$ cat config.mk
export PLATFORM = sky130hd
export DESIGN_NAME = reg_file_sb
export DESIGN_NICKNAME = d
export VERILOG_FILES = /design/src/rtl/risc_pkg.sv /design/src/rtl/reg_scoreboard.sv /design/src/rtl/reg_file_sb.sv
export SDC_FILE = /design/constraint.sdc
export NUM_CORES = 1
export LEC_CHECK = 0
export ABC_AREA = 1
export CAP_MARGIN = 20
export CORE_AREA = 10 10 172 174
export CTS_CLUSTER_DIAMETER = 60
export DETAILED_ROUTE_END_ITERATION = 16
export DIE_AREA = 0 0 182 184
export GPL_ROUTABILITY_DRIVEN = 0
export GPL_TIMING_DRIVEN = 0
export PLACE_DENSITY = 0.58
export SYNTH_ARGS = -nofsm -noshare
export SYNTH_HDL_FRONTEND = slang
export SYNTH_SLANG_ARGS = --single-unit
$ cat constraint.sdc
create_clock -name clk -period 2.2 [get_ports clk]
set_input_delay 0.33 -clock clk [delete_from_list [all_inputs] [get_ports clk]]
set_output_delay 0.33 -clock clk [all_outputs]
set_load 0.05 [all_outputs]
$ cat src/rtl/risc_pkg.sv
// Shared RISC core definitions: register file geometry, register address type
// and the hardwired-zero register index. Used by the reg-dest mux, decode and
// the register file / scoreboard.
package risc_pkg;

    localparam int unsigned DATA_W     = 16;
    localparam int unsigned REG_ADDR_W = 3;
    localparam int unsigned NUM_REGS   = 1 << REG_ADDR_W;

    typedef logic [REG_ADDR_W-1:0] reg_addr_t;

    localparam reg_addr_t REG_ZERO = 3'd0;

    // True when the address names a real (writable, trackable) register.
    function automatic logic is_real_reg(input reg_addr_t addr);
        return addr != REG_ZERO;
    endfunction

endpackage

$ cat src/rtl/reg_scoreboard.sv
// Write scoreboard for the register file.
// Tracks one busy bit per register, sets it on an accepted issue, clears it on
// writeback, and generates the RAW/WAW issue stall.
// Ports:
//   clk, rst_n                  clock, synchronous active-low reset
//   rd_addr_a, rd_addr_b        source operand addresses
//   issue_valid, issue_addr     instruction presenting a destination write
//   issue_uses_a, issue_uses_b  instruction reads port A / port B
//   wb_valid, wb_addr           writeback strobe and destination
//   stall                       combinational issue hold
//   busy                        registered pending-write vector (bit 0 always 0)
module reg_scoreboard
    import risc_pkg::*;
#(
    parameter int unsigned ADDR_W = risc_pkg::REG_ADDR_W
) (
    input  logic                     clk,
    input  logic                     rst_n,
    input  logic [ADDR_W-1:0]        rd_addr_a,
    input  logic [ADDR_W-1:0]        rd_addr_b,
    input  logic                     issue_valid,
    input  logic [ADDR_W-1:0]        issue_addr,
    input  logic                     issue_uses_a,
    input  logic                     issue_uses_b,
    input  logic                     wb_valid,
    input  logic [ADDR_W-1:0]        wb_addr,
    output logic                     stall,
    output logic [(2**ADDR_W)-1:0]   busy
);

    localparam int unsigned NUM_ENT = 2**ADDR_W;

    logic [NUM_ENT-1:0] wb_clr;
    logic [NUM_ENT-1:0] eff_busy;
    logic [NUM_ENT-1:0] issue_set;
    logic [NUM_ENT-1:0] busy_nxt;
    logic               hazard_a;
    logic               hazard_b;
    logic               hazard_waw;
    logic               accept;

    // Clear/set decode, hazard detection and next busy vector.
    always_comb begin
        wb_clr     = '0;
        issue_set  = '0;
        eff_busy   = '0;
        busy_nxt   = '0;
        hazard_a   = 1'b0;
        hazard_b   = 1'b0;
        hazard_waw = 1'b0;
        stall      = 1'b0;
        accept     = 1'b0;

        // r0 is skipped so it can never be cleared or set.
        for (int unsigned i = 1; i < NUM_ENT; i++) begin
            wb_clr[i] = wb_valid && (wb_addr == ADDR_W'(i));
        end

        // A writeback landing this cycle already resolves its hazard.
        eff_busy = busy & ~wb_clr;

        hazard_a   = issue_uses_a && eff_busy[rd_addr_a];
        hazard_b   = issue_uses_b && eff_busy[rd_addr_b];
        hazard_waw = eff_busy[issue_addr];

        stall  = issue_valid && (hazard_a || hazard_b || hazard_waw);
        accept = issue_valid && !stall;

        for (int unsigned i = 1; i < NUM_ENT; i++) begin
            issue_set[i] = accept && (issue_addr == ADDR_W'(i));
        end

        // Set after clear so a same-register issue/writeback leaves it busy.
        busy_nxt = eff_busy | issue_set;
    end

    // Busy vector register.
    always_ff @(posedge clk) begin
        if (!rst_n) begin
            busy <= '0;
        end else begin
            busy <= busy_nxt;
        end
    end

endmodule

$ cat src/rtl/reg_file_sb.sv
// Eight-entry register file with integrated write scoreboard.
// Holds the data array and read bypass; the busy/stall bookkeeping lives in
// reg_scoreboard.
// Ports:
//   clk, rst_n                  clock, synchronous active-low reset
//   rd_addr_a/b, rd_data_a/b    two combinational read ports with wb bypass
//   issue_valid, issue_addr     decode destination from the reg-dest mux
//   issue_uses_a/b              instruction reads port A / port B
//   stall                       combinational issue hold (RAW/WAW)
//   wb_valid, wb_addr, wb_data  writeback
//   busy                        registered pending-write vector
module reg_file_sb
    import risc_pkg::*;
#(
    parameter int unsigned DATA_W = risc_pkg::DATA_W,
    parameter int unsigned ADDR_W = risc_pkg::REG_ADDR_W
) (
    input  logic                     clk,
    input  logic                     rst_n,
    input  logic [ADDR_W-1:0]        rd_addr_a,
    input  logic [ADDR_W-1:0]        rd_addr_b,
    output logic [DATA_W-1:0]        rd_data_a,
    output logic [DATA_W-1:0]        rd_data_b,
    input  logic                     issue_valid,
    input  logic [ADDR_W-1:0]        issue_addr,
    input  logic                     issue_uses_a,
    input  logic                     issue_uses_b,
    output logic                     stall,
    input  logic                     wb_valid,
    input  logic [ADDR_W-1:0]        wb_addr,
    input  logic [DATA_W-1:0]        wb_data,
    output logic [(2**ADDR_W)-1:0]   busy
);

    localparam int unsigned NUM_ENT = 2**ADDR_W;
    localparam logic [ADDR_W-1:0] ZERO_ADDR = ADDR_W'(REG_ZERO);

    logic [DATA_W-1:0] mem [NUM_ENT];
    logic              wb_write;

    assign wb_write = wb_valid && (wb_addr != ZERO_ADDR);

    // Data array; r0 is never written so it holds zero from reset.
    always_ff @(posedge clk) begin
        if (!rst_n) begin
            for (int unsigned i = 0; i < NUM_ENT; i++) begin
                mem[i] <= '0;
            end
        end else if (wb_write) begin
            mem[wb_addr] <= wb_data;
        end
    end

    // Read port A: r0 forced to zero, otherwise same-cycle writeback bypass.
    always_comb begin
        rd_data_a = mem[rd_addr_a];
        if (rd_addr_a == ZERO_ADDR) begin
            rd_data_a = '0;
        end else if (wb_valid && (wb_addr == rd_addr_a)) begin
            rd_data_a = wb_data;
        end
    end

    // Read port B: same structure as port A.
    always_comb begin
        rd_data_b = mem[rd_addr_b];
        if (rd_addr_b == ZERO_ADDR) begin
            rd_data_b = '0;
        end else if (wb_valid && (wb_addr == rd_addr_b)) begin
            rd_data_b = wb_data;
        end
    end

    reg_scoreboard #(
        .ADDR_W (ADDR_W)
    ) u_scoreboard (
        .clk          (clk),
        .rst_n        (rst_n),
        .rd_addr_a    (rd_addr_a),
        .rd_addr_b    (rd_addr_b),
        .issue_valid  (issue_valid),
        .issue_addr   (issue_addr),
        .issue_uses_a (issue_uses_a),
        .issue_uses_b (issue_uses_b),
        .wb_valid     (wb_valid),
        .wb_addr      (wb_addr),
        .stall        (stall),
        .busy         (busy)
    );

endmodule
==> flow_summary.json, run 1 <==
{
  "outcome": "finished, final reports clean",
  "slew_headroom_pct": 29.3,
  "synth-edff-count": 128,
  "yosys.area_share.simple_pct": 22.4,
  "synth_area_leader_cell": "edfxtp_1",
  "synthFlopType": "edfxtp_1",
  "synth_top_family_by_area": "simple AND/OR/NAND/NOR gates",
  "synth_compound_area_share_pct": 18.9,
  "grt_max_degree": 17,
  "critical_path_class": "in2out",
  "slew_violations": 0,
  "critical_path.cell_chain": "buf_4 -> inv_4 -> buf_12 -> bufbuf_16 -> a21oi_1 -> a221oi_2 -> nor3_2 -> a211oi_4 -> buf_6",
  "maxCapViolCount": 0,
  "design.portCount": 75,
  "pre_cts_ws_ns": -1.62,
  "power_mw": 8.09,
  "drive_gt1_share_pct": 26.0,
  "ctsRootBufferMaster": "clkbuf_16",
  "r2r_start": "u_scoreboard.busy[3]",
  "grt_pass1_wl_um": 48900,
  "synth_top_area_share_pct": 49.9,
  "wire_per_inst_um": 24.8,
  "worstSetupStartpoint": "rd_addr_b[0]",
  "ff_latch_area_um2": 3980,
  "min_path_type": "in2reg",
  "cpMaxStageDelayCell": "a221oi_2",
  "start_util_pct": 29.7,
  "via_per_inst": 5.73,
  "numPortBuffers": 67,
  "cp_num_buf_inv": 5,
  "leakagePower_nw": 4.34,
  "drt_iter0_drc": 1070,
  "whs_ns": 0.385,
  "synth_xor_area_share_pct": 0,
  "path_clk_slew_ns": 0.07,
  "cts-htree-levels": 4,
  "fillers": 2385,
  "cts_tree": "built",
  "tightest_slew_ns": 1.06,
  "ant_nets": 0,
  "worstPathArrival_ns": 1.85,
  "synthDistinctLibCells": 36,
  "hold_violations": 0,
  "nets": 1081,
  "grt_pass1_vias": 7642,
  "areaGrowthSynthToFinish_pct": 44.5,
  "antenna_found_initial": 0,
  "async_flop_share_pct": 0,
  "max_freq_ghz": 0.459,
  "end_kind": "primary output",
  "finalWirelength_um": 34600,
  "cp_num_cells": 9,
  "r2r-end": "u_scoreboard.busy[4]",
  "crit_fanout": 7,
  "r2r_slack_ns": 0.86,
  "syn_avg_cell_area_um2": 8.45,
  "dr.pass1.iters": 5,
  "clock_latency_ns": 0.44,
  "num_rows": 59,
  "rsz0062_at_grt": "true",
  "cts_buffers": 17,
  "clock_path_buffers": 2,
  "synthCells": 911,
  "core_area_um2": 25900,
  "die_w_um": 182,
  "yosys_register_bits": 135,
  "crit_required_ns": 1.87,
  "synthAdderAreaFrac_pct": 0,
  "synthMuxAreaShare_pct": 0,
  "period_share_pct": 99.0,
  "syn_area_um2": 7700,
  "finClkSkew_ns": 0.0107,
  "num_vias": 7989,
  "n_antenna_cell": 0,
  "min_period_ns": 2.18,
  "cts_sinks": 135,
  "cp-endpoint": "rd_data_b[10]",
  "setup_viol": 0,
  "seq_area_frac_synth_pct": 51.7,
  "drc": 0,
  "power_density_nw_per_um2": 727,
  "crit_family": "buffers and inverters",
  "grt_overflow_total": 0,
  "die_h_um": 184,
  "grt_usage_pct": 19.5,
  "multi_input_area_um2": 3900,
  "max_stage_delay_ns": 0.31,
  "yosys_warnings": 0,
  "setup_ws_ns": 0.0220,
  "cp-start-kind": "primary input",
  "r2r_cells": 9,
  "dp.final_hpwl_um": 21600,
  "dieArea_um2": 33500,
  "synth_area_leaders": "edfxtp_1 50%, nand2_1 10%, nor2_1 7.7%, a21oi_1 7.0%, a221oi_1 3.8%",
  "ir_drop_mv": 0.383
}
## report_power, final
group	switching [mW]	internal (mW)	total [mW]
sequential	0.101	2.99	3.09
combinational	1.23	0.698	1.93
clock	1.17	1.89	3.07
## registers in the layout, indices dropped and copies added (netlist names)
name and count:
mem 128, u_scoreboard.busy 7
## cells in the final DEF, fill, tap and decap left out, drive strengths merged, types with 6 or more instances in the layout
cell             n
nand2          211
clkinv          14
conb            17
a32oi            6
nor3            17
o21ai           22
a211oi          25
nor2           158
inv             48
a21oi          107
clkdlybuf4s50   27
edfxtp         128
clkbuf          50
dfxtp            7
nand3           43
a311oi           9
a221oi          34
buf            105
## timing repair
action                                  4_1_cts  5_1_grt
endpoints found under the setup margin       49       48
pin swaps                                    24       29
buffers inserted                             18        4
hold endpoints to repair                      0        0
gates resized for setup                     409       91
cloned                                        7        2
hold buffers                                  0        0
## through the flow
step	util [%]	cells	setup TNS [ns]	area (µm²)
6_report	42.9	1395	0	11100
5_1_grt	42.9	1395	-0.187	11100
4_1_cts	41.3	1388	0	10700
3_5_place_dp	35.3	1331	-99.44	9140
3_3_place_gp	35.0	1329	-105.21	9080
2_1_floorplan	-	927	-0.938	7990
## cell usage after synthesis, types with 4 or more instances
cell type,number
nor3_1,16
a32oi_1,6
nand2_1,210
clkbuf_1,29
buf_2,24
a21oi_1,107
a311oi_1,9
buf_1,5
a211oi_1,18
clkinv_1,6
nor2_1,157
inv_1,44
edfxtp_1,128
a211oi_2,7
a32o_1,4
nand3_1,43
dfxtp_1,7
a22oi_1,4
a221oi_1,33
buf_4,9
o21ai_0,22
## final cells by class
cell class,instances,area share (%)
repair inverters,1,0.0787
multi-input cells,670,35.1
clock inverters,13,1.61
flip-flops and latches,135,35.8
inverters,54,2.19
plain buffers,68,6.76
repair buffers,100,10.8
well taps,335,3.77
clock buffers,19,3.89
## logic make-up (layout without fill, tap and decap cells)
kind of cell	after synthesis	count (layout)
AO/OA/AOI/OAI	222	222
buffers and inverters	122	255
flip-flops	135	135
other	1	17
AND/OR/NAND/NOR	431	431
## how the worst min path moves through the flow
stage,endpoint,depth (start not counted),start
2_1_floorplan,u_scoreboard.busy[7],4,issue_addr[2]
5_1_grt,u_scoreboard.busy[5],6,issue_addr[1]
4_1_cts,u_scoreboard.busy[3],7,wb_addr[2]
3_3_place_gp,u_scoreboard.busy[6],4,u_scoreboard.busy[6]
6_report,u_scoreboard.busy[5],6,issue_addr[1]
3_5_place_dp,u_scoreboard.busy[5],4,u_scoreboard.busy[5]
## worst reg2reg max path, stage by stage, from the launching register on
cell and delay, ns:
dfxtp_1 0.35, nand2_1 0.10, nand2_1 0.05, nand3_1 0.09
nand3_1 0.09, nand2_1 0.16, nand4_4 0.14, nor2_1 0.15
nor2_1 0.05, nor2_1 0.07
## per-layer routing
metal	up-vias	track usage, %	part of all wire, %
met5	-	0	0
met4	0	11.6	7.2
met3	179	4.65	11
met2	646	31.9	45
met1	3708	22.9	36
li1	3456	-	-
Power figures use the tool's default switching activity.
==> run 2, diff against run 1 <==
- HOLD_SLACK_MARGIN: not set -> 0.03
- PLACE_DENSITY: 0.58 -> 0.47
==> flow_summary.json, run 2 (same netlist as run 1, synthesis figures left out) <==
{
  "cp-start-kind": "register",
  "dp.final_hpwl_um": 22800,
  "slew_headroom_pct": 28.3,
  "ff_latch_area_um2": 3980,
  "min_path_cells": 6,
  "violations": "setup timing",
  "top_regs": "mem x128, u_scoreboard.busy x7",
  "design.portCount": 75,
  "hold_violations": 0,
  "wire_per_inst_um": 26.2,
  "regMostFlops": "mem",
  "num_vias": 8093,
  "fillers": 2485,
  "place_inst": 1330,
  "cp_num_buf_inv": 1,
  "finalWirelength_um": 36700,
  "cts_tree": "built",
  "grt_pass1_vias": 7786,
  "ant_nets": 0,
  "r2r-end": "u_scoreboard.busy[1]",
  "grt_usage_pct": 20.9,
  "finClkSkew_ns": 0.00483,
  "n_antenna_cell": 0,
  "die_h_um": 184,
  "final_cell_mix": "205 x nand2_1, 147 x nor2_1, 128 x edfxtp_1",
  "drc": 0,
  "crit_required_ns": 1.87,
  "start_util_pct": 29.7,
  "tightest_slew_ns": 1.07,
  "r2r_slack_ns": 0.87,
  "cts_buffers": 17,
  "clock_path_buffers": 2,
  "r2r_start": "u_scoreboard.busy[4]",
  "numPortBuffers": 67,
  "die_w_um": 182,
  "ctsRootBufferMaster": "clkbuf_16",
  "dr.pass1.iters": 7,
  "maxCapViolCount": 0,
  "drt_iter0_drc": 1155,
  "via_per_inst": 5.78,
  "critical_path.cell_chain": "a21oi_1 -> a221oi_2 -> nor3_2 -> a211oi_2 -> buf_6",
  "end_kind": "primary output",
  "max_freq_ghz": 0.451,
  "max_stage_delay_ns": 0.36,
  "areaGrowthSynthToFinish_pct": 43.7,
  "nets": 1086,
  "cts-htree-levels": 4,
  "worstHoldEndpoint": "u_scoreboard.busy[2]",
  "path_clk_slew_ns": 0.07,
  "final_common_cell": "nand2_1",
  "period_share_pct": 101,
  "r2r_cells": 9,
  "cts_sinks": 135,
  "ir_drop_mv": 0.375,
  "power_density_nw_per_um2": 728,
  "dieArea_um2": 33500,
  "crit_family": "compound AO/OA/AOI/OAI gates",
  "drive_gt1_share_pct": 25.9,
  "antenna_found_initial": 0,
  "slew_violations": 0,
  "whs_ns": 0.378,
  "critical_path_class": "reg2out",
  "core_area_um2": 25900,
  "grt_overflow_total": 0,
  "clock_latency_ns": 0.44,
  "num_rows": 59,
  "setup_viol": 2,
  "tns_ns": -0.0234,
  "crit_fanout": 2,
  "grt_max_degree": 17,
  "rsz0062_at_grt": "true",
  "min_period_ns": 2.22,
  "min_path_type": "in2reg",
  "layout.cells.non_filler": 1400,
  "leakagePower_nw": 4.32,
  "outcome": "complete, but fails checks",
  "multi_input_area_um2": 3860,
  "cpMaxStageDelayCell": "edfxtp_1",
  "setup_ws_ns": -0.0190,
  "largest_register_ffs": 128,
  "worstPathArrival_ns": 1.89,
  "worstHoldStart": "issue_addr[0]",
  "grt_pass1_wl_um": 51900
}
-- run 2: area by class of cell --
type                       instances  share of cell area, %
timing repair buffer             105                   10.8
clock buffer                      17                   3.84
multi-input combinational        670                   34.8
tap                              335                   3.79
sequential                       135                   36.0
buffer                            68                   6.89
inverter                          54                   2.10
clock inverter                    15                   1.62
timing repair inverter             1                 0.0791
-- run 2: metal layers --
metal	share of wire (%)	wire length (µm)	up-vias	global-route usage, %
met5	0	0	-	0
met4	3.8	1390	0	9.05
met3	12	4380	105	6.00
met2	44	16300	569	31.9
met1	40	14700	3944	26.8
li1	-	-	3475	-
-- run 2: repair_timing --
action                     CTS  global route
gates cloned                 4             3
hold buffers                 0             0
pin swaps                   24            16
buffers inserted            26             3
resized for setup          424            66
setup endpoints to repair   49            48
-- run 2: worst reg2reg max path, delay by kind of cell, from the launching register on --
kind               cells  cell delay, ns
AOI/OAI and AO/OA      1            0.16
and+or+nand+nor        8            0.67
DFF                    1            0.37
-- run 2: report_power, final --
| part | switching [mW] | total [mW] | internal [mW] | leakage, nW |
|---|---|---|---|---|
| Clock | 1.24 | 3.03 | 1.78 | 0.274 |
| Sequential | 0.101 | 3.09 | 2.99 | 1.29 |
| Combinational | 1.25 | 1.94 | 0.687 | 2.75 |
-- run 2: how the worst max path moves through the flow --
stage,startpoint,cells past startpoint,to,slack (ns)
final,mem[3][0],5,rd_data_a[0],-0.02
after global placement,rd_addr_b[0],7,rd_data_b[5],-1.73
after global routing,mem[3][0],5,rd_data_a[0],-0.06
after floorplan,rd_addr_a[2],7,rd_data_a[12],-0.18
after CTS,issue_addr[0],12,stall,0.002
after detailed placement,rd_addr_b[0],7,rd_data_b[5],-1.73
-- run 2: metrics by stage --
stage	cell area (µm²)	utilization, %	worst slack, ns	total power, mW
2_1_floorplan	7990	-	-0.183	4.10
3_3_place_gp	9080	35.0	-1.73	4.70
3_5_place_dp	9110	35.2	-1.73	4.71
4_1_cts	10700	41.2	0.00204	7.90
5_1_grt	11100	42.7	-0.0615	8.27
6_report	11100	42.7	-0.0190	8.05
==> run 3, diff against run 2 <==
- SLEW_MARGIN: not set -> 15
==> results of run 3 <==
Final layout, timing and power as in run 2 (identical DEF).
